--- config.mk ---
export PLATFORM = sky130hd
export DESIGN_NAME = wb_port_arbiter
export DESIGN_NICKNAME = d
export VERILOG_FILES = /design/src/rtl/wb_port_arbiter.sv
export SDC_FILE = /design/constraint.sdc
export NUM_CORES = 1
export LEC_CHECK = 0
export ABC_CLOCK_PERIOD_IN_PS = 2650
export CAP_MARGIN = 20
export CORE_MARGIN = 3
export CORE_UTILIZATION = 44
export CTS_CLUSTER_DIAMETER = 40
export DETAILED_ROUTE_END_ITERATION = 10
export HOLD_SLACK_MARGIN = 0.1
export PLACE_DENSITY = 0.85
export SLEW_MARGIN = 20
export SYNTH_ARGS = -nofsm -noshare
export SYNTH_HDL_FRONTEND = slang
export SYNTH_SLANG_ARGS = --single-unit
--- constraint.sdc ---
create_clock -name clk -period 2.65 [get_ports clk]
set_clock_uncertainty 0.05 [all_clocks]
set_input_delay 0.3975 -clock clk [delete_from_list [all_inputs] [get_ports clk]]
set_output_delay 0.3975 -clock clk [all_outputs]
set_load 0.02 [all_outputs]
--- src/rtl/wb_port_arbiter.sv ---
// Writeback arbiter: two one-entry holding slots (ALU, LSU) share the single register-file
// write port, draining oldest-first with a round-robin tie-break for same-edge arrivals.
module wb_port_arbiter #(
  parameter int unsigned XLEN    = 32,
  parameter int unsigned RADDR_W = 5,
  parameter int unsigned CNT_W   = 16
) (
  input  logic               clk,
  input  logic               rst,
  input  logic               a_valid,
  output logic               a_ready,
  input  logic [RADDR_W-1:0] a_rd,
  input  logic [XLEN-1:0]    a_data,
  input  logic               l_valid,
  output logic               l_ready,
  input  logic [RADDR_W-1:0] l_rd,
  input  logic [XLEN-1:0]    l_data,
  output logic               reg_write,
  output logic [RADDR_W-1:0] rd,
  output logic [XLEN-1:0]    rd_data,
  output logic [31:0]        pending_mask,
  output logic [CNT_W-1:0]   conflict_cnt
);

  logic               a_full_q, l_full_q;
  logic [RADDR_W-1:0] a_rd_q, l_rd_q;
  logic [XLEN-1:0]    a_data_q, l_data_q;
  logic               older_q;  // 1: L slot holds the older entry
  logic               tie_q;    // both slots were filled at the same edge
  logic               rr_q;     // 1: favour L on a tie
  logic [CNT_W-1:0]   cnt_q;

  logic both_full, pick_l, grant_a, grant_l, a_acc, l_acc;

  always_comb begin
    both_full = a_full_q & l_full_q;
    pick_l    = tie_q ? rr_q : older_q;
    grant_a   = a_full_q & (~l_full_q | ~pick_l);
    grant_l   = l_full_q & (~a_full_q | pick_l);
    a_ready   = ~a_full_q | grant_a;
    l_ready   = ~l_full_q | grant_l;
    a_acc     = a_valid & a_ready;
    l_acc     = l_valid & l_ready;
  end

  // Write port is driven purely from slot state; rd==0 entries drain without a write.
  always_comb begin
    rd      = '0;
    rd_data = '0;
    if (grant_a) begin
      rd      = a_rd_q;
      rd_data = a_data_q;
    end else if (grant_l) begin
      rd      = l_rd_q;
      rd_data = l_data_q;
    end
    reg_write = (grant_a | grant_l) && (rd != '0);
  end

  always_comb begin
    pending_mask = '0;
    for (int unsigned i = 1; i < 32; i++) begin
      if ((a_full_q && 32'(a_rd_q) == i) || (l_full_q && 32'(l_rd_q) == i)) begin
        pending_mask[i] = 1'b1;
      end
    end
  end

  assign conflict_cnt = cnt_q;

  always_ff @(posedge clk) begin
    if (!rst) begin
      a_full_q <= 1'b0;
      l_full_q <= 1'b0;
      a_rd_q   <= '0;
      l_rd_q   <= '0;
      a_data_q <= '0;
      l_data_q <= '0;
      older_q  <= 1'b0;
      tie_q    <= 1'b0;
      rr_q     <= 1'b0;
      cnt_q    <= '0;
    end else begin
      if (a_acc) begin
        a_full_q <= 1'b1;
        a_rd_q   <= a_rd;
        a_data_q <= a_data;
      end else if (grant_a) begin
        a_full_q <= 1'b0;
      end

      if (l_acc) begin
        l_full_q <= 1'b1;
        l_rd_q   <= l_rd;
        l_data_q <= l_data;
      end else if (grant_l) begin
        l_full_q <= 1'b0;
      end

      // The slot that did not fill becomes the older one; only matters if it stays full.
      if (a_acc && l_acc) begin
        tie_q <= 1'b1;
      end else if (a_acc) begin
        tie_q   <= 1'b0;
        older_q <= 1'b1;
      end else if (l_acc) begin
        tie_q   <= 1'b0;
        older_q <= 1'b0;
      end

      if (both_full && tie_q) begin
        rr_q <= ~rr_q;
      end

      if (both_full && (cnt_q != '1)) begin
        cnt_q <= cnt_q + CNT_W'(1);
      end
    end
  end

endmodule

==> out/metrics.yaml <==
floorplan:
  dieHeight_um: 106
  dieArea_sq_um: 11300
  io_pins: 166
  initial_core_util: 0.464
  row_count: 35
  core_area_sq_um: 9500
  die_x_um: 106
power_and_ir_drop:
  ir_drop_mv: 0.396
  leakagePower_nw: 2.43
  power_density_nw_per_um2: 469
final_layout:
  most-common-layout-cells: "nand2_1 (167), clkdlybuf4s50_1 (123), dfxtp_1 (92)"
  n_antenna_cell: 0
  fillers: 798
  mostFrequentLayoutCell: "nand2_1"
  final_cells: 854
  final_layout_size_suffix_gt1_frac: 0.106
  design_area_sq_um: 6380
  final_nets: 802
  area_delta_synth_final_pct: 44.7
  utilization: 0.671
clocking:
  root_buffer: "clkbuf_8"
  cts.sinks: 95
  cts_max_level: 3
  cts_tree: "yes"
  path_clk_slew_ns: 0.09
  cts_made_buffers: 9
  cts_buffer_depth: 2
  clk_latency_ns: 0.35
global_routing:
  antenna_found_initial: 0
  grt_first_pass_wirelength_um: 22300
  grt_pass1_vias: 4577
  grt_use_total: 0.242
  grt_start_max_net_pins: 86
  grt-ovfl-total: 0
drt:
  drtIter0Drc: 276
  routed_wl_um: 14000
  drc: 0
  vias_per_cell: 5.63
  ant_nets: 0
  first_pass_iters: 4
  wl_per_cell_um: 16.4
  num_vias: 4812
timing:
  whs_ns: 0.410
  tightest_slew_ns: 0.628
  period_share: 0.977
  finalHoldViolations: 0
  layout_min_cycle_time_ns: 2.59
  finalSetupViolCount: 0
  setup_tns_ns: 0
  max_freq_mhz: 386
  max_slew_margin: 0.580
  slew_violations: 0
  rsz0062_at_grt: "false"
status:
  outcome: "finished clean"
placement:
  gp_congestion: 0.964
  placed_cells: 834
  dp_hpwl_um: 10300
  place_area_sq_um: 6210
  portBuffers: 164
critical_path:
  crit_chain: "nor2b_1 > nand3_1 > o22ai_1 > clkdlybuf4s50_1"
  max_stage_delay_ns: 0.65
  critPathKind: "reg2out"
  worst_setup_path_start_kind: "flip-flop"
  crit_family: "buffers and inverters"
  slowest_stage: "clkdlybuf4s50_1"
  cp.required_ns: 2.20
  crit_fanout: 8
  worst-path-buf-inv: 1
  crit_arrival_ns: 2.14
  cp-end-kind: "primary output"
yosys:
  syn_area_sq_um: 4410
  synth-seq-cells: 95
  yosys.area.top_type: "dfxtp_1"
  syn_nets: 655
  synth_top_area_frac: 0.431
  synth.yosys.seq_area_share: 0.431
  yosys_warnings: 0
  synth_cells: 574
  synth_area_leaders: "dfxtp_1 (43%), nand2_1 (14%), a21oi_1 (9.3%)"
  avgSynthCellArea_sq_um: 7.68
  yosysUniqueCellTypes: 45
hold_path:
  hold_path.class: "reg2reg"
job:
  cap_violations: 0
worst paths after layout:
check                                   to  slack, ns                     start  cells past startpoint
max                       pending_mask[29]       0.06    l_rd_q[0]$_SDFFE_PN0P_                      4
min               l_data_q[7]$_SDFFE_PN0P_       0.41  l_data_q[7]$_SDFFE_PN0P_                      2
max reg2reg  conflict_cnt[11]$_SDFFE_PN0P_       0.40     l_full_q$_SDFFE_PN0P_                      5
min reg2reg       l_data_q[7]$_SDFFE_PN0P_       0.41  l_data_q[7]$_SDFFE_PN0P_                      2
layer usage:
metal	vias to the layer above	track usage	share of wire	routed length (um)
li1	2320	-	-	-
met1	2250	0.295	0.41	5810
met2	216	0.423	0.49	6850
met3	26	0.0522	0.079	1110
met4	0	0.0823	0.019	272
met5	-	0	0	0
stage by stage:
stage                     power [mW]  setup slack (ns)
final                           2.99            0.0615
after global routing            3.11           0.00893
after CTS                       3.00           -0.0276
after detailed placement        2.10             0.112
after global placement          2.08             0.172
after floorplan                 1.83             0.401
cells by family (layout without fill, tap and decap cells):
family,count (synthesis),count (layout),share of synthesized area
adders and majority gates,3,3,0.00852
other,1,1,0.000851
and+or+nand+nor,237,237,0.240
DFF,95,95,0.431
xor gates and xnor gates,1,1,0.00199
muxes,5,5,0.0116
AOI/OAI and AO/OA,178,178,0.255
buffers and inverters,54,205,0.0505
cells in the mapped netlist (all sizes together):
library cell / instances
inv: 5
nor3: 2
o41ai: 2
o311a: 1
a22o: 37
dfxtp: 95
nand3: 12
nor2b: 4
and3: 1
nor2: 8
or4: 6
conb: 1
nand4b: 2
a21oi: 82
mux2: 1
nand4: 8
o21ai: 8
nand3b: 1
o31a: 1
and4: 1
or3: 4
o211ai: 4
nor3b: 1
buf: 7
o22ai: 31
a21boi: 2
nand2b: 11
and2: 1
a211oi: 1
or2: 3
o311ai: 1
o21bai: 1
ha: 3
mux2i: 4
clkbuf: 42
xor2: 1
nand2: 168
o31ai: 6
o21a: 1
nor4: 4
registers in the layout, indices dropped and copies added, names as in the netlist:
register	count
a_data_q	32
rr_q	1
l_rd_q	5
older_q	1
l_data_q	32
tie_q	1
l_full_q	1
conflict_cnt	16
a_full_q	1
a_rd_q	5
power by group:
part	switching (mW)	internal, mW
Clock	0.503	0.434
Combinational	0.260	0.246
Sequential	0.0549	1.50
what timing repair did:
action,in CTS,in global routing
setup buffers,2,3
endpoints found under the setup margin,46,40
hold buffers,0,0
pin swaps,1,1
resized for setup,62,39
gates cloned,0,0
worst reg2reg max path: stages (launching register included):
cell and delay (ns):
dfxtp_1 0.34, buf_4 0.18, nand2_4 0.14, or4_1 0.72
or4_1 0.58, a21oi_1 0.17
area by class of cell:
cell class / count / area (sq um) / share of cell area
clock buffer: 10 / 128 / 0.0200
clock inverter: 5 / 58.8 / 0.00922
inverter: 5 / 18.8 / 0.00294
multi-input combinational: 425 / 2330 / 0.366
sequential: 95 / 1910 / 0.299
tap: 129 / 161 / 0.0253
timing repair buffer: 185 / 1770 / 0.278
No activity file was read; power rests on OpenSTA's default activity.
